## src/rtl/cmd_pkg.sv

```systemverilog
// Shared constants and types for the command-frame decoder and config register block.
// Latency: n/a (types and constants only).
// Backpressure: n/a.
package cmd_pkg;

    // Frame-hunting FSM states, 3-bit encoding
    typedef enum logic [2:0] {
        ST_IDLE = 3'd0,
        ST_HDR1 = 3'd1,
        ST_ADDR = 3'd2,
        ST_DHI  = 3'd3,
        ST_DLO  = 3'd4,
        ST_CHK  = 3'd5
    } state_t;

    // Default sync bytes opening every frame
    localparam logic [7:0] HEAD0_DEF = 8'hEB;
    localparam logic [7:0] HEAD1_DEF = 8'h90;

    // HEAD0, HEAD1, ADDR, DHI, DLO, CHK
    localparam int FRAME_LEN = 6;

    // Number of registers in the config block; legal addresses are 0..REG_MAP_SIZE-1
    localparam int REG_MAP_SIZE = 20;

endpackage

```

## src/rtl/sat_cnt8.sv

```systemverilog
// 8-bit event counter that sticks at 8'hFF instead of wrapping.
// Latency: count reflects an increment one clock after inc_in is sampled high.
// Backpressure: none; every asserted inc_in cycle is counted until saturation.
module sat_cnt8 (
    input  logic       clk_in,
    input  logic       rst_in,
    input  logic       inc_in,
    output logic [7:0] cnt_out
);

    logic [7:0] cnt_q;
    logic [7:0] cnt_d;

    // Next count: step by one unless already saturated
    always_comb begin
        cnt_d = cnt_q;
        if (inc_in && (cnt_q != 8'hFF)) begin
            cnt_d = cnt_q + 8'd1;
        end
    end

    // Count register, cleared asynchronously
    always_ff @(posedge clk_in or posedge rst_in) begin
        if (rst_in) begin
            cnt_q <= 8'd0;
        end else begin
            cnt_q <= cnt_d;
        end
    end

    assign cnt_out = cnt_q;

endmodule

```

## src/rtl/cmd_frame_decoder.sv

```systemverilog
// Hunts framed write commands in a byte stream, validates checksum/address, issues register writes.
// Latency: wr_out / frame_err_out pulse in the cycle after the edge that samples the CHK byte.
// Backpressure: none; one byte is consumed on every cycle byte_vld_in is high.
module cmd_frame_decoder
    import cmd_pkg::*;
#(
    parameter logic [7:0] HEAD0       = HEAD0_DEF,
    parameter logic [7:0] HEAD1       = HEAD1_DEF,
    parameter logic [7:0] MAX_ADDR    = 8'(REG_MAP_SIZE - 1),
    parameter int         TIMEOUT_CYC = 1000
) (
    input  logic        clk_in,
    input  logic        rst_in,
    input  logic        byte_vld_in,
    input  logic [7:0]  byte_in,
    output logic        wr_out,
    output logic [7:0]  wr_addr_out,
    output logic [15:0] data_out,
    output logic        frame_err_out,
    output logic [7:0]  frame_cnt_out,
    output logic [7:0]  err_cnt_out
);

    localparam int GAP_W = $clog2(TIMEOUT_CYC + 1);
    // Last gap value before expiry: an idle cycle seen at this count is the TIMEOUT_CYC-th
    localparam logic [GAP_W-1:0] GAP_LAST = GAP_W'(TIMEOUT_CYC - 1);

    state_t             state_q,   state_d;
    logic [GAP_W-1:0]   gap_q,     gap_d;
    logic [7:0]         addr_sh_q, addr_sh_d;
    logic [7:0]         dhi_sh_q,  dhi_sh_d;
    logic [7:0]         dlo_sh_q,  dlo_sh_d;
    logic [7:0]         wr_addr_q, wr_addr_d;
    logic [15:0]        data_q,    data_d;
    logic               wr_q,      wr_d;
    logic               err_q,     err_d;

    logic               chk_ok;
    logic               addr_ok;

    assign chk_ok  = (byte_in == (addr_sh_q ^ dhi_sh_q ^ dlo_sh_q));
    assign addr_ok = (addr_sh_q <= MAX_ADDR);

    // Next-state logic: frame hunting, shadow capture, checksum verdict and inter-byte timeout
    always_comb begin
        state_d   = state_q;
        gap_d     = gap_q;
        addr_sh_d = addr_sh_q;
        dhi_sh_d  = dhi_sh_q;
        dlo_sh_d  = dlo_sh_q;
        wr_addr_d = wr_addr_q;
        data_d    = data_q;
        wr_d      = 1'b0;
        err_d     = 1'b0;

        // Gap counter only runs while a frame is open and no byte arrives;
        // a byte landing on the would-be expiry cycle wins over the timeout
        if (state_q == ST_IDLE || byte_vld_in) begin
            gap_d = '0;
        end else if (gap_q == GAP_LAST) begin
            gap_d     = '0;
            state_d   = ST_IDLE;
            err_d     = 1'b1;
            addr_sh_d = 8'd0;
            dhi_sh_d  = 8'd0;
            dlo_sh_d  = 8'd0;
        end else begin
            gap_d = gap_q + 1'b1;
        end

        if (byte_vld_in) begin
            case (state_q)
                ST_IDLE: begin
                    if (byte_in == HEAD0) state_d = ST_HDR1;
                end
                ST_HDR1: begin
                    // A repeated HEAD0 keeps us aligned on the newest candidate header
                    if (byte_in == HEAD1)      state_d = ST_ADDR;
                    else if (byte_in == HEAD0) state_d = ST_HDR1;
                    else                       state_d = ST_IDLE;
                end
                ST_ADDR: begin
                    addr_sh_d = byte_in;
                    state_d   = ST_DHI;
                end
                ST_DHI: begin
                    dhi_sh_d = byte_in;
                    state_d  = ST_DLO;
                end
                ST_DLO: begin
                    dlo_sh_d = byte_in;
                    state_d  = ST_CHK;
                end
                ST_CHK: begin
                    state_d = ST_IDLE;
                    if (chk_ok && addr_ok) begin
                        wr_d      = 1'b1;
                        wr_addr_d = addr_sh_q;
                        data_d    = {dhi_sh_q, dlo_sh_q};
                    end else begin
                        err_d = 1'b1;
                    end
                end
                default: begin
                    state_d = ST_IDLE;
                end
            endcase
        end
    end

    // FSM, shadow and output registers; reset aborts any frame in flight
    always_ff @(posedge clk_in or posedge rst_in) begin
        if (rst_in) begin
            state_q   <= ST_IDLE;
            gap_q     <= '0;
            addr_sh_q <= 8'd0;
            dhi_sh_q  <= 8'd0;
            dlo_sh_q  <= 8'd0;
            wr_addr_q <= 8'd0;
            data_q    <= 16'd0;
            wr_q      <= 1'b0;
            err_q     <= 1'b0;
        end else begin
            state_q   <= state_d;
            gap_q     <= gap_d;
            addr_sh_q <= addr_sh_d;
            dhi_sh_q  <= dhi_sh_d;
            dlo_sh_q  <= dlo_sh_d;
            wr_addr_q <= wr_addr_d;
            data_q    <= data_d;
            wr_q      <= wr_d;
            err_q     <= err_d;
        end
    end

    // Counters advance on the same edge that raises the matching pulse
    sat_cnt8 u_frame_cnt (
        .clk_in  (clk_in),
        .rst_in  (rst_in),
        .inc_in  (wr_d),
        .cnt_out (frame_cnt_out)
    );

    sat_cnt8 u_err_cnt (
        .clk_in  (clk_in),
        .rst_in  (rst_in),
        .inc_in  (err_d),
        .cnt_out (err_cnt_out)
    );

    assign wr_out        = wr_q;
    assign wr_addr_out   = wr_addr_q;
    assign data_out      = data_q;
    assign frame_err_out = err_q;

endmodule

```

## config.mk

```make
export PLATFORM = sky130hd
export DESIGN_NAME = cmd_frame_decoder
export DESIGN_NICKNAME = d
export VERILOG_FILES = /design/src/rtl/cmd_pkg.sv /design/src/rtl/sat_cnt8.sv /design/src/rtl/cmd_frame_decoder.sv
export SDC_FILE = /design/constraint.sdc
export NUM_CORES = 1
export LEC_CHECK = 0
export ABC_AREA = 1
export CAP_MARGIN = 20
export CORE_MARGIN = 2
export CORE_UTILIZATION = 40
export CTS_CLUSTER_SIZE = 25
export DETAILED_ROUTE_END_ITERATION = 10
export GPL_ROUTABILITY_DRIVEN = 1
export HOLD_SLACK_MARGIN = 0.03
export PLACE_DENSITY = 0.71
export SLEW_MARGIN = 5
export SYNTH_ARGS = -nofsm -noshare
export SYNTH_HDL_FRONTEND = slang
export SYNTH_SLANG_ARGS = --single-unit
export TNS_END_PERCENT = 1
```

## constraint.sdc

```tcl
create_clock -name clk_in -period 2.7 [get_ports clk_in]
set_input_delay 0.405 -clock clk_in [delete_from_list [all_inputs] [get_ports clk_in]]
set_output_delay 0.405 -clock clk_in [all_outputs]
set_load 0.01 [all_outputs]
```

# Word level (Yosys, flattened, before mapping)
# Cells that the tools add are included.
[word_totals]
word_cells = 63
register_bits = 79
[op_classes]
add_sub_neg = 3
n_bitwise = 2
n_mux = 29
reduce_logical = 6
n_eq_ne = 11
n_lt_le_gt_ge = 1
[ops]
columns = ["operator", "n"]
rows = [
  ["8-bit 2-to-1 mux", 12],
  ["10-bit 2-to-1 mux", 2],
  ["8-bit by 1-bit adder with 8-bit output, second input constant", 2],
  ["8-bit equality test, second input constant", 2],
  ["8-bit inequality test, second input constant", 2],
  ["8-bit bitwise XOR", 2],
  ["3-bit one-hot mux with 5 select lines", 1],
  ["3-bit 2-to-1 mux", 4],
  ["10-bit by 1-bit adder with 10-bit output, second input constant", 1],
  ["10-bit equality test, second input constant", 1],
  ["1-bit 2-to-1 mux", 9],
  ["8-bit equality test", 1],
  ["8-bit by 5-bit less-or-equal comparator with 1-bit output, second input constant", 1],
  ["3-bit by 2-bit equality test with 1-bit output, second input constant", 2],
  ["3-bit equality test, second input constant", 2],
  ["3-bit by 1-bit equality test with 1-bit output, second input constant", 1],
  ["1-bit logical AND", 3],
  ["3-bit zero test", 1],
  ["3-bit AND reduction", 1],
  ["2-bit 2-to-1 mux", 1],
  ["1-bit logical OR", 1],
]

# Longest topological paths before layout
# Gate-level depths: netlist of the first run.
[logic_depth]
ltp_word = 8
ltp_mapped = 16

# Modules after synthesis
# From an unflattened synthesis of the first run, not the netlist that was laid out.
[unflattened]
hier_cells = 527
hier_area_um2 = 4076.4
[by_module_without_submodules]
columns = ["mod", "area_each_um2", "instances", "cells_per_inst"]
rows = [
  ["cmd_frame_decoder", 3130.5, 1, 401],
  ["sat_cnt8", 473.0, 2, 63],
]

# Worst setup path after synthesis of the first run
# OpenSTA, ideal clock, no wires.
[synth_timing]
path_type = "register to register"
from = "register state_q[0]"
to = "register wr_addr_q[2] (netlist: wr_addr_out[2])"
setup_time_ps = 130
path_buffers = 2
required_time_ps = 2570
t_arrival_ps = 1449
stages_incl_launch_ff = 11
setup_slack_ps = 1121
period_less_slack_ps = 1579
path_cell_list = "dfrtp_1 > nor2_1 > inv_1 > nor2_1 > nor2_2 > nor3_2 > nand3_2 > buf_6 > buf_6 > nand2_1 > o21ai_1"
[synth_via]
elab_chain_cells = 2
[synth_lines]
columns = ["item", "line", "source"]
rows = [
  ["start, declared", "cmd_frame_decoder.sv:28", "state_t state_q, state_d;"],
  ["start signal, assigned", "cmd_frame_decoder.sv:124", "state_q <= state_d;"],
  ["3-bit equality test", "cmd_frame_decoder.sv:72", "case (state_q)"],
  ["3-bit AND reduction (no source line)", "--", ""],
  ["end signal, assigned", "cmd_frame_decoder.sv:129", "wr_addr_q <= wr_addr_d;"],
  ["end, declared", "cmd_frame_decoder.sv:33", "logic [7:0] wr_addr_q, wr_addr_d;"],
]
# Every way passes these cells.
# A chain may end at the register's enable or synchronous reset.

# Worst setup path after layout of the first run
[layout_timing]
from = "register state_q[0]"
to = "register u_err_cnt.cnt_q[7] (netlist: u_err_cnt.cnt_out[7])"
[layout_via]
elab_chain_cells = 7
elab_cells_between_ends = 8
classes_between = "eq/ne: 1; mux: 4; reduce/logical: 3"
[layout_lines]
columns = ["item", "line", "source"]
rows = [
  ["3-bit zero test", "cmd_frame_decoder.sv:58", "if (state_q == ST_IDLE || byte_vld_in) begin"],
  ["1-bit logical OR", "cmd_frame_decoder.sv:58", ""],
  ["1-bit 2-to-1 mux", "cmd_frame_decoder.sv:58", ""],
  ["1-bit 2-to-1 mux", "cmd_frame_decoder.sv:96", "if (chk_ok && addr_ok) begin"],
  ["1-bit 2-to-1 mux", "cmd_frame_decoder.sv:72", ""],
  ["1-bit 2-to-1 mux (*)", "cmd_frame_decoder.sv:71", "if (byte_vld_in) begin"],
  ["named net err_d", "cmd_frame_decoder.sv:36", "logic err_q, err_d;"],
  ["1-bit logical AND (*)", "sat_cnt8.sv:17", "if (inc_in && (cnt_q != 8'hFF)) begin"],
  ["end signal, assigned", "sat_cnt8.sv:27", "cnt_q <= cnt_d;"],
  ["end, declared", "sat_cnt8.sv:11", "logic [7:0] cnt_q;"],
]
# Mark *: on every way through the listed nets, which the timed path passes. The rest lies on a longest branch.

==> impl_metrics.yaml, run 1 <==
clocking:
  cts_max_path_buffers: 2
  clock-root-buffer: "clkbuf_8"
  clock_sinks: 79
  holdBufCountCts: 0
  cts_tree: "yes"
  cts_inserted_buffers: 9
  cts_resized: 0
  h-tree-depth: 3
  cts.reportedPaths.clkPinSlew_ns: 0.09
  clkLatencyLatePin_ns: 0.35
  cts_setup_buffers: 0
route:
  met3WireLength_um: 361
  ant_nets: 0
  dr.pass1.iters: 4
  initialDrtViolationCount: 135
  routed.top_layer: "met4"
  drt-wirelength-per-cell_um: 12.1
  wl_met1_um: 3800
  wl_um: 8350
  route.met2.wl_um: 4110
  drc: 0
  viasPerCell: 4.77
  num_vias: 3305
floorplan:
  rows: 36
  fp.dieArea_um2: 10800
  io_pins: 53
  initial_utilization_pct: 41.0
  fp.coreArea_um2: 9730
  fp.dieW_um: 104
  die_h_um: 104
cells_and_area:
  n_antenna_cell: 0
  layout-drive-gt1-share_pct: 9.64
  finalNetCount: 569
  final_area_um2: 4890
  syn2layout_area_growth_pct: 22.6
  final_util_pct: 50.3
pwr:
  leakagePower_nw: 2.33
  peakVddDrop_uv: 261
  power_density_nw_per_um2: 579
logic_synthesis:
  synth_nets: 511
  synth-seq-cells: 79
  synth-seq-area-share_pct: 49.6
  synthAdderAreaFrac_pct: 0.941
  yosys.area_share.simple_pct: 30.2
  synth-compound-area-share_pct: 7.69
  synth_ff_type: "dfrtp_1"
  ys_warn_count: 0
  synth_cells: 497
  async_flop_share_pct: 100
  synth_top_family_by_area: "simple AND/OR/NAND/NOR gates"
  syn_area_um2: 3990
  synth_xor_area_share_pct: 3.26
  synth_edf_count: 0
  netlist-cell-type-count: 32
  syn_area_per_cell_um2: 8.03
  synth_mux_area_share_pct: 0
grt:
  antenna_found_initial: 0
  overflow: 0
  grt_first_pass_wirelength_um: 14800
  grt_start_max_net_pins: 48
  grt_pass1_vias: 3266
  grt_util_all_layers_pct: 16.6
critical_path:
  cp_max_fo: 25
  required_ns: 2.99
  crit_type: "flip-flop to flip-flop"
  r2r_start: "state_q[0]"
  cp.arrival_ns: 2.28
  worst_setup_path_end_kind: "flip-flop"
  crit_start: "state_q[0]"
  worstSetupStartpointType: "flip-flop"
status:
  outcome: "completed"
run:
  drv_cap: 0
timing:
  rsz0062_at_grt: "false"
  slew_headroom_pct: 62.3
  fin_worst_skew_ns: 0.0119
  fin_tns_setup_ns: 0
  slew_viol_final: 0
  fmax_ghz: 0.504
  fin_crit_sh_pct: 73.5
  setup_viol: 0
  tightest_slew_ns: 0.565
  hold_violations: 0
  finalCriticalPeriod_ns: 1.99
place:
  dpl_cell_area_um2: 4690
  port_buffers: 52
  finalWeightedCongestion: 0.859
  dpl.hpwl_um: 6120
min_path:
  hold_path.class: "input port to async pin"
[routing by layer]
layer,vias up,GRT usage [%]
met5,-,0
li1,1702,-
met4,0,6.18
met1,1538,20.2
met2,58,28.9
met3,7,3.88
[path summary, 6_finish.rpt]
kind,to,slack (ns),cells after the start
worst max-delay path,u_err_cnt.cnt_out[7],0.71,11
worst min-delay path,data_out[5],0.42,2
worst max register to register,u_err_cnt.cnt_out[7],0.71,11
worst min register to register,gap_q[0],0.46,1
max in group asynchronous,state_q[0],1.56,4
min in group clk_in,gap_q[0],0.46,1
[cells in the mapped netlist (3+ instances only)]
cell type / count / area [µm²]
nand4_1: 7 / 43.8
inv_1: 63 / 236
nor2_2: 4 / 25.0
o21ai_1: 11 / 55.1
a21oi_1: 3 / 15.0
nor2_1: 31 / 116
buf_6: 4 / 45.0
nand3_1: 58 / 290
xor2_1: 7 / 61.3
nand2_2: 6 / 37.5
inv_2: 6 / 22.5
xnor2_1: 6 / 52.6
nor3_1: 11 / 55.1
clkbuf_1: 5 / 18.8
dfrtp_1: 79 / 1980
ha_1: 3 / 37.5
o21ai_0: 26 / 130
o21ai_2: 9 / 78.8
nand2_1: 141 / 529
[flip-flops by register name, summed over array words and instances, names as in the netlist]
name,cells
frame_err_out,1
gap_q,10
wr_out,1
dhi_sh_q,8
wr_addr_out,8
dlo_sh_q,8
addr_sh_q,8
u_err_cnt.cnt_out,8
data_out,16
u_frame_cnt.cnt_out,8
state_q,3
[final cells by class]
type / count / area, µm²
well taps: 133 / 166
flip-flops and latches: 79 / 1980
clock buffers: 11 / 141
clock inverters: 5 / 65.1
fillers: 961 / 4840
multi-input cells: 338 / 1680
inverters: 69 / 260
repair buffers: 58 / 603
[worst max-delay path: stages, from the launching register on]
cell and delay (ns):
dfrtp_1 0.42, nor2_1 0.15, inv_1 0.07, nor2_1 0.17, nor2_2 0.10, inv_1 0.11
nor2_1 0.08, inv_2 0.35, nand2_4 0.18, nand2_4 0.14, nand2_1 0.08, nand2_1 0.06
[per-stage QoR]
| stage | hold slack (ns) | setup WS (ns) | instances | total power, mW |
|---|---|---|---|---|
| final | 0.419 | 0.714 | 693 | 2.83 |
| after global routing | 0.467 | 0.513 | 693 | 3.03 |
| after CTS | 0.432 | 0.704 | 693 | 2.87 |
| after detailed placement | 0.454 | 0.382 | 677 | 1.95 |
| after global placement | 0.448 | 0.431 | 677 | 1.93 |
| after floorplan | 0.433 | 0.272 | 497 | 1.79 |
[cells in the final DEF, fill, tap and decap left out, drive strengths merged, types with 8 or more instances in the layout]
| cell | n |
|---|---|
| xor2 | 8 |
| dfrtp | 79 |
| nand3 | 59 |
| nand2 | 149 |
| o21ai | 46 |
| inv | 69 |
| nor2 | 37 |
| nor3 | 12 |
| clkdlybuf4s50 | 52 |
| clkbuf | 11 |
[power by group]
group / total (mW) / leakage, nW / internal (mW) / switching, mW
registers: 1.39 / 1.07 / 1.29 / 0.0994
logic: 0.540 / 1.15 / 0.215 / 0.325
clock network: 0.906 / 0.104 / 0.461 / 0.445
[kinds of logic (layout without fill, tap and decap cells)]
logic type                 count (synthesis)  count (layout)
xor gates and xnor gates                  14              14
AOI/OAI and AO/OA                         52              52
buffers and inverters                     80             143
adders and majority gates                  3               3
and+or+nand+nor                          269             269
DFF                                       79              79
Note: power is estimated with default switching activity, not from simulation.
==> run 2: changes to the inputs <==
==> constraint.sdc (replaced) <==
create_clock -name clk_in -period 1.92 [get_ports clk_in]
set_input_delay 0.288 -clock clk_in [delete_from_list [all_inputs] [get_ports clk_in]]
set_output_delay 0.288 -clock clk_in [all_outputs]
set_load 0.01 [all_outputs]
==> run 2 against run 1 <==
- routed wire length grew 2.6%
- fmax grew 11%
- design area grew 3.9%
- register-to-register slack lost 0.59 ns
- first-iteration DRC count grew 32%
- worst hold slack lost 0.029 ns
- worst setup slack lost 0.59 ns
- sequential power grew 40%
- largest cell class unchanged
==> impl_metrics.yaml, run 2 (synthesis results as in run 1) <==
status:
  outcome: "completed"
floorplan:
  rows: 36
  die_h_um: 104
  initial_utilization_pct: 41.0
  io_pins: 53
  fp.coreArea_um2: 9730
  fp.dieArea_um2: 10800
  fp.dieW_um: 104
place:
  dp.cells: 699
  dpl.hpwl_um: 6210
  dpl_cell_area_um2: 4840
  finalWeightedCongestion: 0.850
  pre_cts_slack_ns: -0.232
  port_buffers: 52
timing:
  slew_viol_final: 0
  hold_ws_ns: 0.390
  setup_viol: 0
  hold_violations: 0
  tightest_slew_ns: 0.518
  setup_slack_ns: 0.124
  fin_tns_setup_ns: 0
  fin_worst_skew_ns: 0.0132
  slew_headroom_pct: 65.4
  fin_crit_sh_pct: 93.5
  rsz0062_at_grt: "true"
  finalCriticalPeriod_ns: 1.80
  fmax_ghz: 0.557
route:
  dr.pass1.iters: 4
  num_vias: 3421
  initialDrtViolationCount: 178
  viasPerCell: 4.78
  drc: 0
  ant_nets: 0
  drt-wirelength-per-cell_um: 12.0
  wl_um: 8570
clocking:
  cts_tree: "yes"
  h-tree-depth: 3
  clock_sinks: 79
  cts_max_path_buffers: 2
  cts.reportedPaths.clkPinSlew_ns: 0.08
  clock-root-buffer: "clkbuf_8"
  clkLatencyLatePin_ns: 0.36
  cts_setup_buffers: 0
  cts_inserted_buffers: 9
cells_and_area:
  largest_reg_flops: 16
  final_common_cell: "nand2_1"
  multi_input_area_um2: 1700
  finalNetCount: 591
  n_fill_cell: 932
  final_area_um2: 5080
  regArea_um2: 1980
  syn2layout_area_growth_pct: 27.4
  fin_cells: 715
  final_util_pct: 52.3
  final_cell_mix: "140 x nand2_1, 78 x dfrtp_1, 62 x inv_1, 58 x nand3_1, 52 x clkdlybuf4s50_1"
  layout-drive-gt1-share_pct: 13.6
  n_antenna_cell: 0
critical_path:
  cp.arrival_ns: 2.10
  worst_setup_path_end_kind: "flip-flop"
  r2r_slack_ns: 0.12
  required_ns: 2.22
  cp_max_fo: 9
  crit_type: "flip-flop to flip-flop"
  worstSetupStartpointType: "flip-flop"
grt:
  overflow: 0
  grt_util_all_layers_pct: 17.0
  grt_start_max_net_pins: 80
  antenna_found_initial: 0
  grt_first_pass_wirelength_um: 15100
  grt_pass1_vias: 3379
pwr:
  p_total_mw: 4.12
  leakagePower_nw: 2.44
  peakVddDrop_uv: 370
  power_density_nw_per_um2: 810
min_path:
  hold_path.class: "input port to async pin"
run:
  drv_cap: 0
## run 2: power by group
part | total (mW) | leakage [nW] | switching, mW | internal, mW
sequential | 1.95 | 1.07 | 0.144 | 1.81
clock | 1.38 | 0.107 | 0.634 | 0.741
combinational | 0.788 | 1.26 | 0.466 | 0.323
total | 4.12 | 2.44 | 1.24 | 2.87
## run 2: final timing paths
check | start | end | depth (start not counted)
setup / recovery | u_err_cnt.cnt_out[0] | u_err_cnt.cnt_out[5] | 7
hold / removal | rst_in | data_out[0] | 3
setup reg to reg | u_err_cnt.cnt_out[0] | u_err_cnt.cnt_out[5] | 7
hold reg to reg | wr_addr_out[6] | wr_addr_out[6] | 2
max in group asynchronous | rst_in | u_frame_cnt.cnt_out[4] | 3
min in group clk_in | wr_addr_out[6] | wr_addr_out[6] | 2
## run 2: routing by layer
layer  track usage (%)  routed length (µm)  vias up
met3              3.57                 324       12
met1              21.0                3990     1585
met2              29.1                4110       79
met5                 0                   0        -
met4              7.05                 146        0
li1                  -                   -     1745
## run 2: timing repair
action | CTS | global route
hold buffers | 0 | 0
resized for setup | 0 | 5
endpoints found under the setup margin | 0 | 41
## run 2: final cells by class
| type | instances | share of cell area [%] |
|---|---|---|
| clock inverters | 6 | 1.85 |
| flip-flops and latches | 79 | 38.9 |
| inverters | 69 | 5.17 |
| repair buffers | 80 | 14.9 |
| well taps | 133 | 3.27 |
| multi-input cells | 338 | 33.4 |
| clock buffers | 10 | 2.51 |
## run 2: critical path, cell delays in order, from the launching register on
cell     delay (ns)
dfrtp_1        0.42
ha_1           0.21
nand3_1        0.13
nor2_1         0.19
nand3_1        0.41
nand2_8        0.25
nand2_1        0.07
nand2_1        0.06
